$ cat src/rtl/tlc_pkg.sv
// Shared types and light encodings for the multi-phase traffic controller.
package tlc_pkg;

  typedef enum logic [1:0] {
    ST_GREEN   = 2'd0,
    ST_YELLOW  = 2'd1,
    ST_ALL_RED = 2'd2,
    ST_WALK    = 2'd3
  } tlc_state_e;

  // {red, yellow, green}
  localparam logic [2:0] LIGHT_RED    = 3'b100;
  localparam logic [2:0] LIGHT_YELLOW = 3'b010;
  localparam logic [2:0] LIGHT_GREEN  = 3'b001;
  localparam logic [2:0] LIGHT_OFF    = 3'b000;

endpackage

$ cat src/rtl/tlc_phase_arbiter.sv
// Rotating-priority phase selector: first demanded phase cyclically after
// the current one, wrapping back to the current phase if nothing else asks.
module tlc_phase_arbiter #(
  parameter int unsigned NUM_PHASES = 3
) (
  input  logic [NUM_PHASES-1:0]         demand,
  input  logic [$clog2(NUM_PHASES)-1:0] current,
  output logic [$clog2(NUM_PHASES)-1:0] next_phase
);

  localparam int unsigned PW = $clog2(NUM_PHASES);

  logic found_hi;
  logic found_lo;
  logic [PW-1:0] hi_phase;
  logic [PW-1:0] lo_phase;

  // Two ascending passes: phases above current first, then the wrap-around
  // range up to and including current.
  always_comb begin
    found_hi = 1'b0;
    found_lo = 1'b0;
    hi_phase = '0;
    lo_phase = '0;
    for (int unsigned i = 0; i < NUM_PHASES; i++) begin
      if (demand[i] && (i > 32'(current)) && !found_hi) begin
        hi_phase = PW'(i);
        found_hi = 1'b1;
      end
      if (demand[i] && (i <= 32'(current)) && !found_lo) begin
        lo_phase = PW'(i);
        found_lo = 1'b1;
      end
    end
    next_phase = found_hi ? hi_phase : lo_phase;
  end

endmodule

$ cat src/rtl/multi_phase_traffic_controller.sv
// Actuated N-phase traffic controller with all-red clearance and exclusive
// pedestrian WALK. Optional flashing mode under `TLC_FLASH_MODE_EN.
module multi_phase_traffic_controller
  import tlc_pkg::*;
#(
  parameter int unsigned NUM_PHASES  = 3,
  parameter int unsigned TIMER_W     = 8,
  parameter int unsigned GREEN_MIN   = 4,
  parameter int unsigned GREEN_MAX   = 12,
  parameter int unsigned YELLOW_TIME = 3,
  parameter int unsigned ALLRED_TIME = 1,
`ifdef TLC_FLASH_MODE_EN
  parameter int unsigned FLASH_HALF  = 4,
`endif
  parameter int unsigned WALK_TIME   = 5
) (
  input  logic                          clk,
  input  logic                          reset,
  input  logic [NUM_PHASES-1:0]         veh_sensor,
  input  logic                          ped_button,
`ifdef TLC_FLASH_MODE_EN
  input  logic                          flash_mode,
`endif
  output logic [3*NUM_PHASES-1:0]       lights,
  output logic                          ped_walk,
  output logic [$clog2(NUM_PHASES)-1:0] active_phase,
  output logic                          ped_pending
);

  localparam int unsigned PW = $clog2(NUM_PHASES);

  localparam logic [TIMER_W-1:0] G_MIN_M1 = TIMER_W'(GREEN_MIN - 1);
  localparam logic [TIMER_W-1:0] G_MAX_M1 = TIMER_W'(GREEN_MAX - 1);
  localparam logic [TIMER_W-1:0] Y_M1     = TIMER_W'(YELLOW_TIME - 1);
  localparam logic [TIMER_W-1:0] AR_M1    = TIMER_W'(ALLRED_TIME - 1);
  localparam logic [TIMER_W-1:0] W_M1     = TIMER_W'(WALK_TIME - 1);

  localparam logic [3*NUM_PHASES-1:0] LIGHTS_RST = {{(NUM_PHASES-1){LIGHT_RED}}, LIGHT_GREEN};

  tlc_state_e               state_q, state_d;
  logic [TIMER_W-1:0]       timer_q, timer_d;
  logic [PW-1:0]            phase_q, phase_d;
  logic [NUM_PHASES-1:0]    veh_demand_q, veh_demand_d;
  logic                     ped_pending_q, ped_pending_d;
  logic [3*NUM_PHASES-1:0]  lights_q, lights_d;
  logic                     ped_walk_q, ped_walk_d;

  logic [NUM_PHASES-1:0]    cur_mask;
  logic [NUM_PHASES-1:0]    green_mask;
  logic [NUM_PHASES-1:0]    arb_demand;
  logic [PW-1:0]            arb_next;
  logic                     conflict;
  logic                     enter_green;
  logic                     enter_walk;

`ifdef TLC_FLASH_MODE_EN
  localparam int unsigned FW = (FLASH_HALF > 1) ? $clog2(2 * FLASH_HALF) : 1;
  localparam logic [FW-1:0] FLASH_LAST = FW'(2 * FLASH_HALF - 1);
  localparam logic [FW-1:0] FLASH_LIT  = FW'(FLASH_HALF);

  logic          flash_q, flash_d;
  logic [FW-1:0] flash_cnt_q, flash_cnt_d;
`endif

  assign arb_demand = veh_demand_q | NUM_PHASES'(1);

  tlc_phase_arbiter #(
    .NUM_PHASES(NUM_PHASES)
  ) u_arbiter (
    .demand    (arb_demand),
    .current   (phase_q),
    .next_phase(arb_next)
  );

  always_comb begin
    state_d     = state_q;
    timer_d     = timer_q;
    phase_d     = phase_q;
    enter_green = 1'b0;
    enter_walk  = 1'b0;

    cur_mask   = NUM_PHASES'(1) << phase_q;
    green_mask = (state_q == ST_GREEN) ? cur_mask : '0;
    conflict   = ped_pending_q || (phase_q != '0) || (|(veh_demand_q & ~cur_mask));

    unique case (state_q)
      ST_GREEN: begin
        if (conflict && (timer_q >= G_MIN_M1) &&
            (!veh_sensor[phase_q] || (timer_q == G_MAX_M1))) begin
          state_d = ST_YELLOW;
          timer_d = '0;
        end else if (timer_q != G_MAX_M1) begin
          timer_d = timer_q + 1'b1;
        end
      end
      ST_YELLOW: begin
        if (timer_q == Y_M1) begin
          state_d = ST_ALL_RED;
          timer_d = '0;
        end else begin
          timer_d = timer_q + 1'b1;
        end
      end
      ST_ALL_RED: begin
        if (timer_q == AR_M1) begin
          timer_d = '0;
          if (ped_pending_q) begin
            state_d    = ST_WALK;
            enter_walk = 1'b1;
          end else begin
            enter_green = 1'b1;
          end
        end else begin
          timer_d = timer_q + 1'b1;
        end
      end
      ST_WALK: begin
        if (timer_q == W_M1) begin
          timer_d     = '0;
          enter_green = 1'b1;
        end else begin
          timer_d = timer_q + 1'b1;
        end
      end
      default: begin
        state_d = ST_GREEN;
        timer_d = '0;
      end
    endcase

    if (enter_green) begin
      state_d = ST_GREEN;
      phase_d = arb_next;
    end

`ifdef TLC_FLASH_MODE_EN
    // Flashing freezes the sequencer in ALL_RED; release restarts the interval.
    flash_d     = flash_mode;
    flash_cnt_d = '0;
    if (flash_mode) begin
      state_d     = ST_ALL_RED;
      timer_d     = (state_q == ST_ALL_RED) ? timer_q : '0;
      phase_d     = phase_q;
      enter_green = 1'b0;
      enter_walk  = 1'b0;
      if (flash_q) begin
        flash_cnt_d = (flash_cnt_q == FLASH_LAST) ? '0 : flash_cnt_q + 1'b1;
      end
    end else if (flash_q) begin
      state_d     = ST_ALL_RED;
      timer_d     = '0;
      phase_d     = phase_q;
      enter_green = 1'b0;
      enter_walk  = 1'b0;
    end
`endif

    // Entering green serves the phase, so its clear beats a same-cycle set.
    veh_demand_d = veh_demand_q | (veh_sensor & ~green_mask);
    if (enter_green) begin
      veh_demand_d = veh_demand_d & ~(NUM_PHASES'(1) << phase_d);
    end
    ped_pending_d = ped_button || (ped_pending_q && !enter_walk);

    lights_d = '0;
    for (int unsigned i = 0; i < NUM_PHASES; i++) begin
      if ((state_d == ST_GREEN) && (phase_d == PW'(i))) begin
        lights_d[3*i +: 3] = LIGHT_GREEN;
      end else if ((state_d == ST_YELLOW) && (phase_d == PW'(i))) begin
        lights_d[3*i +: 3] = LIGHT_YELLOW;
      end else begin
        lights_d[3*i +: 3] = LIGHT_RED;
      end
    end
    ped_walk_d = (state_d == ST_WALK);

`ifdef TLC_FLASH_MODE_EN
    if (flash_mode) begin
      for (int unsigned i = 0; i < NUM_PHASES; i++) begin
        if (flash_cnt_d < FLASH_LIT) begin
          lights_d[3*i +: 3] = (i == 0) ? LIGHT_YELLOW : LIGHT_RED;
        end else begin
          lights_d[3*i +: 3] = LIGHT_OFF;
        end
      end
      ped_walk_d = 1'b0;
    end
`endif
  end

  always_ff @(posedge clk or posedge reset) begin
    if (reset) begin
      state_q       <= ST_GREEN;
      timer_q       <= '0;
      phase_q       <= '0;
      veh_demand_q  <= '0;
      ped_pending_q <= 1'b0;
      lights_q      <= LIGHTS_RST;
      ped_walk_q    <= 1'b0;
    end else begin
      state_q       <= state_d;
      timer_q       <= timer_d;
      phase_q       <= phase_d;
      veh_demand_q  <= veh_demand_d;
      ped_pending_q <= ped_pending_d;
      lights_q      <= lights_d;
      ped_walk_q    <= ped_walk_d;
    end
  end

`ifdef TLC_FLASH_MODE_EN
  always_ff @(posedge clk or posedge reset) begin
    if (reset) begin
      flash_q     <= 1'b0;
      flash_cnt_q <= '0;
    end else begin
      flash_q     <= flash_d;
      flash_cnt_q <= flash_cnt_d;
    end
  end
`endif

  assign lights       = lights_q;
  assign ped_walk     = ped_walk_q;
  assign active_phase = phase_q;
  assign ped_pending  = ped_pending_q;

endmodule

$ cat config.mk
export PLATFORM = sky130hd
export DESIGN_NAME = multi_phase_traffic_controller
export DESIGN_NICKNAME = d
export VERILOG_FILES = /design/src/rtl/tlc_pkg.sv /design/src/rtl/tlc_phase_arbiter.sv /design/src/rtl/multi_phase_traffic_controller.sv
export SDC_FILE = /design/constraint.sdc
export NUM_CORES = 1
export LEC_CHECK = 0
export CORE_UTILIZATION = 35
export DETAILED_ROUTE_END_ITERATION = 10
export PLACE_DENSITY = 0.58
export RECOVER_POWER = 50
export SETUP_SLACK_MARGIN = 0.3
export SLEW_MARGIN = 20
export SYNTH_ARGS = -nofsm -noshare
export SYNTH_HDL_FRONTEND = slang
export SYNTH_SLANG_ARGS = --single-unit
$ cat constraint.sdc
create_clock -name clk -period 4.8 [get_ports clk]
set_input_delay 0.48 -clock clk [delete_from_list [all_inputs] [get_ports clk]]
set_output_delay 0.48 -clock clk [all_outputs]
set_load 0.05 [all_outputs]
* Word-level counts from Yosys, hierarchy flattened
Cells that the tools add are included.
** Operators by class
- Add/sub/neg operators :: 1
- Magnitude comparators :: 4
- Eq/ne operators :: 12
- Shifts and indexed selects :: 2
- Mux-type cells :: 35
- Bitwise gates (word level) :: 7
- Reduce and logical (&&, ||, !) cells :: 25
** Operators with widths (number)
- 2-to-1 mux 8 bit :: 5
- one-hot mux 8 bit (4 select lines) :: 1
- 2-to-1 mux 3 bit :: 8
- 2-to-1 mux 2 bit :: 8
- logical AND 1 bit :: 12
- 2-to-1 mux 1 bit :: 10
- bitwise AND 3 bit :: 3
- NOT 3 bit :: 3
- adder 8 x 1 -> 8 bit (second input constant) :: 1
- == test 2 bit (second input constant) :: 4
- == test 8 x 2 -> 1 bit (second input constant) :: 1
- == test 8 x 3 -> 1 bit (second input constant) :: 1
- == test 8 x 4 -> 1 bit (second input constant) :: 1
- >= comparator 8 x 2 -> 1 bit (second input constant) :: 1
- logical NOT 8 bit :: 1
- != test 8 x 4 -> 1 bit (second input constant) :: 1
- == test 2 x 1 -> 1 bit (second input constant) :: 3
- logical NOT 2 bit :: 3
- one-hot mux 2 bit (3 select lines) :: 1
- left shift 1 x 2 -> 3 bit (first input constant) :: 2
- logical OR 1 bit :: 4
- logical NOT 1 bit :: 3
- < comparator 2 x 3 -> 1 bit (second input constant) :: 1
- != test 3 x 1 -> 1 bit (second input constant) :: 1
- other kinds (7) :: 7
** Storage, ports and cells
- Register bits after elaboration :: 26
- Input port bits :: 6
- Output and inout port bits :: 13

* Depth between registers and ports, before layout
Gate-level depths: netlist of the first run.
- Depth in word-level cells :: 14
- Depth in mapped cells :: 7

* Cells and area by module
From an unflattened synthesis of the first run, not the netlist that was laid out.
** Unflattened totals
- Cells, all modules :: 135
- Area total of the unflattened synthesis :: 1391.3 um^2
** Modules (own cells, without submodules)
- multi_phase_traffic_controller :: times used 1, cells an instance 128, area an instance 1341.3 um^2, seq. area each 629.4 um^2
- tlc_phase_arbiter :: times used 1, cells an instance 7, area an instance 50.0 um^2, seq. area each 0.0 um^2

* Worst setup path after synthesis of the first run
No wires, ideal clock.
- Kind :: register to register
- Start point :: reg phase_q[1] (netlist: active_phase[1])
- End point :: reg lights_q[4] (netlist: lights[4])
- Setup time :: 123 ps
- Arrival :: 1908 ps
- Setup slack :: 2770 ps
- Cell stages (with the launch flop) :: 7
- Cells stage by stage :: dfrtp_1 -> buf_6 -> or2_4 -> or4_4 -> o2111ai_4 -> and3_4 -> nor3b_2
** On the way
- Cells in the longest elaborated chain, start to end :: 14
- Elaborated cells on any way between the ends :: 35
- Classes of those cells :: order compare: 2; eq/ne: 2; shift: 1; mux: 13; bitwise: 2; reduce/logical: 15
** Ends and longest elaborated chain
- from (decl) :: RTL line multi_phase_traffic_controller.sv:42 : logic [PW-1:0] phase_q, phase_d;
- from (signal assigned) :: RTL line multi_phase_traffic_controller.sv:203 : phase_q <= phase_d;
- left shift 1 x 2 -> 3 bit :: RTL line multi_phase_traffic_controller.sv:82 : cur_mask = NUM_PHASES'(1) << phase_q;
- NOT 3 bit :: RTL line multi_phase_traffic_controller.sv:84 : conflict = ped_pending_q || (phase_q != '0) || (|(veh_demand_q & ~cur_mask));
- bitwise AND 3 bit :: RTL line multi_phase_traffic_controller.sv:84
- OR reduction 3 bit :: RTL line multi_phase_traffic_controller.sv:84
- logical OR 1 bit :: RTL line multi_phase_traffic_controller.sv:84
- logical AND 1 bit (2 in series) :: RTL line multi_phase_traffic_controller.sv:88 : if (conflict && (timer_q >= G_MIN_M1) &&
- 2-to-1 mux 2 bit :: RTL line multi_phase_traffic_controller.sv:88
- one-hot mux 2 bit (3 select lines) :: RTL line multi_phase_traffic_controller.sv:86 : unique case (state_q)
- 2-to-1 mux 2 bit :: RTL line multi_phase_traffic_controller.sv:131 : if (enter_green) begin
- == test 2 x 1 -> 1 bit :: RTL line multi_phase_traffic_controller.sv:169 : end else if ((state_d == ST_YELLOW) && (phase_d == PW'(i))) begin
- logical AND 1 bit :: RTL line multi_phase_traffic_controller.sv:169
- 2-to-1 mux 3 bit :: RTL line multi_phase_traffic_controller.sv:169
- 2-to-1 mux 3 bit * :: RTL line multi_phase_traffic_controller.sv:167 : if ((state_d == ST_GREEN) && (phase_d == PW'(i))) begin
- net lights_d[4] :: RTL line multi_phase_traffic_controller.sv:45 : logic [3*NUM_PHASES-1:0] lights_q, lights_d;
- to (signal assigned) :: RTL line multi_phase_traffic_controller.sv:206 : lights_q <= lights_d;
- to (decl) :: RTL line multi_phase_traffic_controller.sv:45
Mark *: on every way through the listed nets, which the timed path passes. The rest lies on a longest branch. The select of a mux whose other input is x is not followed.
A chain may end at the register's enable or synchronous reset.

* Worst setup path in the final report of the first run
- Start point :: reg phase_q[1] (netlist: active_phase[1])
- End point :: out active_phase[1]
** RTL lines
- to (decl) :: RTL line multi_phase_traffic_controller.sv:26 : output logic [$clog2(NUM_PHASES)-1:0] active_phase,
No word-level cell between the ends.

==> results of run 1 <==
-- state kept, by name, indices dropped and copies added (netlist names) --
name,flops
lights,9
timer_q,8
active_phase,2
state_q,2
veh_demand_q,2
ped_pending,1
ped_walk,1
-- power breakdown --
part | total [mW] | leakage [nW] | switching [mW] | internal [mW]
Sequential | 0.347 | 0.299 | 0.0730 | 0.274
Clock | 0.130 | 0.0217 | 0.0711 | 0.0589
Combinational | 0.485 | 0.352 | 0.310 | 0.175
-- per-stage QoR --
step | hold WS, ns | setup slack [ns]
2_1_floorplan | 0.493 | 2.77
4_1_cts | 0.536 | 2.62
6_report | 0.548 | 2.62
3_5_place_dp | 0.517 | 2.68
3_3_place_gp | 0.519 | 2.74
5_1_grt | 0.555 | 2.52
-- cells by family after synthesis --
group / after synthesis
xor gates and xnor gates: 5
muxes: 2
adders and majority gates: 3
AOI/OAI and AO/OA: 24
and+or+nand+nor: 64
DFF: 25
buffers and inverters: 11
-- area by class of cell --
type | instances | area, um2
clock buffer | 3 | 41.3
clock inverter | 1 | 7.51
fill | 356 | 2080
inverter | 5 | 18.8
multi-input combinational | 98 | 697
sequential | 25 | 629
tap | 48 | 60.1
timing repair buffer | 18 | 180
-- per-layer routing --
metal,track usage,up-vias,part of all wire
met5,0,-,0
met4,0.0583,0,0.015
met3,0.0264,4,0.033
met2,0.228,23,0.45
met1,0.238,517,0.50
li1,-,517,-
-- synth_stat cells (all sizes together) --
| cell | number | area, um2 |
|---|---|---|
| o2111a | 1 | 11.3 |
| a21o | 3 | 22.5 |
| buf | 2 | 16.3 |
| inv | 5 | 18.8 |
| o211ai | 2 | 15.0 |
| dfstp | 3 | 78.8 |
| a2bb2oi | 1 | 15.0 |
| nor2b | 3 | 18.8 |
| or4 | 1 | 11.3 |
| nand3 | 10 | 62.6 |
| and4 | 1 | 8.76 |
| or2 | 1 | 8.76 |
| nand4 | 4 | 40.0 |
| nor3b | 1 | 12.5 |
| a41o | 2 | 20.0 |
| o21ai | 1 | 5.00 |
| nor2 | 19 | 73.8 |
| o2111ai | 2 | 35.0 |
| nor4b | 1 | 15.0 |
| o31ai | 1 | 12.5 |
| mux2i | 2 | 20.0 |
| nand3b | 1 | 7.51 |
| and3 | 4 | 31.3 |
| nor4 | 3 | 33.8 |
| nand2 | 11 | 41.3 |
| dfrtp | 22 | 551 |
| xor2 | 4 | 35.0 |
| and2 | 1 | 6.26 |
| ha | 3 | 37.5 |
| a41oi | 1 | 8.76 |
| o21bai | 2 | 15.0 |
| nor3 | 3 | 20.0 |
| clkbuf | 4 | 15.0 |
| a21oi | 6 | 30.0 |
| a31oi | 1 | 6.26 |
| a22oi | 1 | 7.51 |
| xnor2 | 1 | 8.76 |
-- path summary, 6_finish.rpt --
path                                      start              end  slack (ns)
worst max-delay path            active_phase[1]  active_phase[1]        2.62
worst min-delay path                 timer_q[0]       timer_q[0]        0.55
worst max register to register       timer_q[0]        lights[6]        2.67
worst min register to register       timer_q[0]       timer_q[0]        0.55
max in group asynchronous                 reset        lights[7]        3.39
min in group asynchronous                 reset       timer_q[6]        0.85
==> results.toml, run 1 <==
[status]
outcome = "completed"

[synth]
synth.avg_cell_area_um2 = 10.3
synth_compound_area_frac = 0.148
synth_top_family_by_area = "simple AND/OR/NAND/NOR gates"
synth_fp_nets = 143
syn-cell-area_mm2 = 0.00138
ys_types = 46
synthXorXnorAreaFrac = 0.0318
yosys-mux-area-fraction = 0.0145
ys_seq_area_frac = 0.457
ys_ff_latch = 25
syn_inst = 134
post_synth_and_or_nand_nor_area_fraction = 0.285
synth-adder-area-share = 0.0273
ys_warn_count = 0

[power_and_ir_drop]
ir_worst_vdd_uv = 199
p_per_area_mw_per_mm2 = 589
power.total_uw = 962
p_leak_nw = 0.672

[sta]
fin_crit_sh = 0.454
rsz0062_at_grt = "false"
setup_violations = 0
fmax_mhz = 459
worst_clock_skew_ns = 0.00300
worst_slew_pin_slew_ns = 0.931
relSlewSlack = 0.379
tns_ns = 0
slew_viol_final = 0
post-route-min-period_ns = 2.18
hold_violations = 0

[critical_path]
crit_path_cell_trace = "clkdlybuf4s50_1"
critPathCaptureType = "primary output"
path_max_fanout = 11
critPathKind = "flip-flop to primary output"
arrival_ns = 1.70
slowest_delay_ns = 0.87
r2r.worst_path.cells = 6
cp_slowest_cell = "clkdlybuf4s50_1"
path_depth = 1
crit_required_ns = 4.32
critPathLaunchType = "flip-flop"
crit_family = "buffers and inverters"
cp_num_buf_inv = 1

[die]
initial_core_util = 0.370
std_cell_rows = 22
io_pins = 19
die_area_mm2 = 0.00419
chipWidth_um = 64.7
die_h_um = 64.7
core_mm2 = 0.00372

[clock_tree]
post_cts_resized = 0
worstSkewPairLatency_ns = 0.27
clock_path_buffers = 2
holdBufCountCts = 0
cts-root-buf = "clkbuf_8"
cts_num_sinks = 25
postCtsSetupBuffers = 0
htree_num_levels = 1
cts_tree = "done"
cts_made_buffers = 3
clk_pin_slew_ns = 0.09

[detailed_routing]
route.detailed.drc = 0
drt-total-wl_um = 2880
ant_nets = 0
num_vias = 1061
dr.first_iter.drc_count = 54
first_pass_iters = 5
wl_per_cell_um = 14.5
viasPerCell = 5.36

[final_layout]
final_common_cell = "dfrtp_1"
num_antenna_cells = 0
fin_cells = 198
post-route-util = 0.440
final_cell_mix = "dfrtp_1, nor2_1, clkdlybuf4s50_1"
final_net_count = 160
syn_to_final_growth_pct = 18.7
drive_gt1_frac = 0.140
final_area_mm2 = 0.00163

[global_routing]
antenna_found_initial = 0
overflow = 0
grt_pass1_wl_um = 5090
grt_max_degree = 26
grt_pass1_vias = 1038
grt_use_total = 0.159

[job]
drv_cap = 0

[place]
placedInstanceArea_mm2 = 0.00159
dp_hpwl_um = 2150
place_congestion = 0.803
place_inst = 194
place.port_buffers = 18

[worst_hold_path]
hp-class = "flip-flop to flip-flop"
hold_depth = 1
Note: power is estimated with default switching activity, not from simulation.
==> inputs of run 2 (changes only) <==
PLACE_DENSITY = 0.6   (was 0.58)
clock period = 2 ns   (was 4.8 ns; I/O delays follow)
==> run 2 against run 1 <==
Critical path depth is 7 higher. First-iteration DRC count decreased by 41%. Clock power increased by 130%. Clock-buffer cell count unchanged. Sequential share of layout area down 2.8 points. Combinational power rose to 2.9 times the previous value. Non-clock buffer count is 17 higher. Critical path type is now flip-flop to flip-flop. Largest power group unchanged.
==> results.toml, run 2 (synthesis gave the netlist of run 1 again) <==
[critical_path]
r2r-start = "timer_q[0]"
critPathCaptureType = "flip-flop"
arrival_ns = 1.93
crit_required_ns = 2.16
critPathKind = "flip-flop to flip-flop"
crit_path_cell_trace = "inv_1 -> ha_1 -> nor2b_2 -> buf_4 -> a41o_1 -> a22oi_1 -> and3_4 -> nor2_1"
slowest_delay_ns = 0.36
path_max_fanout = 5
regToRegEndpoint = "state_q[0]"
cp_slowest_cell = "dfrtp_1"
r2r.worst_path.cells = 8
critPathLaunchType = "flip-flop"
rrSetupSlack_ns = 0.23

[power_and_ir_drop]
p_int_mw = 1.37
pwr-share-seq = 0.319
switchingPower_mw = 1.14
pwr-share-clk = 0.118
power.total_mw = 2.52
p_leak_nw = 0.752
pwr-share-comb = 0.563
swShare = 0.454
ir_worst_vdd_uv = 635
p_per_area_mw_per_mm2 = 1420

[clock_tree]
clock_path_buffers = 2
htree_num_levels = 1
cts-root-buf = "clkbuf_8"
clk_pin_slew_ns = 0.08
cts_made_buffers = 3
holdBufCountCts = 0
cts_num_sinks = 25
cts_tree = "done"
worstSkewPairLatency_ns = 0.27

[detailed_routing]
ant_nets = 0
num_vias = 1130
dr.first_iter.drc_count = 32
first_pass_iters = 6
viasPerCell = 5.26
route.detailed.drc = 0
drt-total-wl_um = 3070
wl_per_cell_um = 14.3

[place]
dp_hpwl_um = 2210
place_inst = 201
place.port_buffers = 18
place_congestion = 0.886
placedInstanceArea_mm2 = 0.00164

[global_routing]
antenna_found_initial = 0
overflow = 0
grt_max_degree = 26
grt_pass1_wl_um = 5530
grt_pass1_vias = 1146
grt_use_total = 0.171

[status]
outcome = "completed"

[final_layout]
final_common_cell = "dfrtp_1"
syn_to_final_growth_pct = 28.5
largest_register_ffs = 9
final_net_count = 177
final_cell_mix = "dfrtp_1, nor2_1, buf_4"
fin_cells = 215
final_area_mm2 = 0.00177
num_antenna_cells = 0
drive_gt1_frac = 0.251

[die]
die_area_mm2 = 0.00419
io_pins = 19
initial_core_util = 0.370
core_mm2 = 0.00372
std_cell_rows = 22
die_h_um = 64.7
chipWidth_um = 64.7

[sta]
post-route-min-period_ns = 1.77
relSlewSlack = 0.664
fmax_mhz = 564
rsz0062_at_grt = "true"
fin_crit_sh = 0.887
hold_violations = 0
worst_slew_pin_slew_ns = 0.502
setup_violations = 0
worst_clock_skew_ns = 0.00366
slew_viol_final = 0
tns_ns = 0

[worst_hold_path]
hp-class = "input port to async pin"

[job]
drv_cap = 0
[run 2: cell types whose count changed in the layout (fill, tap and decap cells not counted), sizes merged]
cell	before	now
clkinv	0	1
clkinvlp	1	0
dlygate4sd3	3	1
clkdlybuf4s50	15	11
dlygate4sd2	0	6
buf	0	17
[run 2: metal layers]
layer	part of all wire	track usage	wire, um	vias up
met1	0.48	0.240	1470	552
li1	-	-	-	546
met5	0	0	0	-
met4	0.017	0.0611	53	0
met3	0.030	0.0405	93	9
met2	0.47	0.254	1450	23
[run 2: timing repair]
action,4_1_cts,5_1_grt
setup endpoints to repair,24,22
pin swaps,10,7
resized for setup,9,1
buffers inserted,9,1
[run 2: power by group through the flow]
stage	Sequential [mW]	Clock (mW)	Combinational, mW
4_1_cts	0.802	0.311	1.39
2_1_floorplan	1.03	0	0.691
3_3_place_gp	0.821	0	1.26
5_1_grt	0.823	0.328	1.52
3_5_place_dp	0.828	0	1.28
6_report	0.801	0.297	1.42
[run 2: how the worst max path moves through the flow]
stage	from	end	slack [ns]	depth (start not counted)
floorplan	active_phase[1]	lights[4]	0.07	6
global placement	active_phase[0]	lights[0]	0.22	5
detailed placement	veh_sensor[1]	lights[1]	0.17	6
CTS	active_phase[0]	state_q[0]	0.25	5
global route	active_phase[0]	lights[4]	0.16	6
finish	timer_q[0]	state_q[0]	0.23	8
[run 2: per-stage QoR]
stage / hold WS, ns / worst slack [ns] / utilization
floorplan: 0.225 / 0.0675 / -
global placement: 0.509 / 0.218 / 0.441
detailed placement: 0.513 / 0.171 / 0.441
CTS: 0.285 / 0.254 / 0.473
global route: 0.454 / 0.156 / 0.476
finish: 0.409 / 0.227 / 0.476
[run 2: critical path, delay by kind of cell, from the launching register on]
| kind | cells | cell delay (ns) |
|---|---|---|
| AOI/OAI and AO/OA | 2 | 0.41 |
| adders and majority gates | 1 | 0.19 |
| buffers and inverters | 2 | 0.23 |
| DFF | 1 | 0.36 |
| and+or+nand+nor | 3 | 0.47 |
[run 2: area by class of cell]
type / count / area (um2)
inverter: 5 / 18.8
multi-input combinational: 98 / 711
sequential: 25 / 632
timing repair buffer: 35 / 300
tap: 48 / 60.1
fill: 357 / 1950
clock inverter: 1 / 5.00
clock buffer: 3 / 41.3
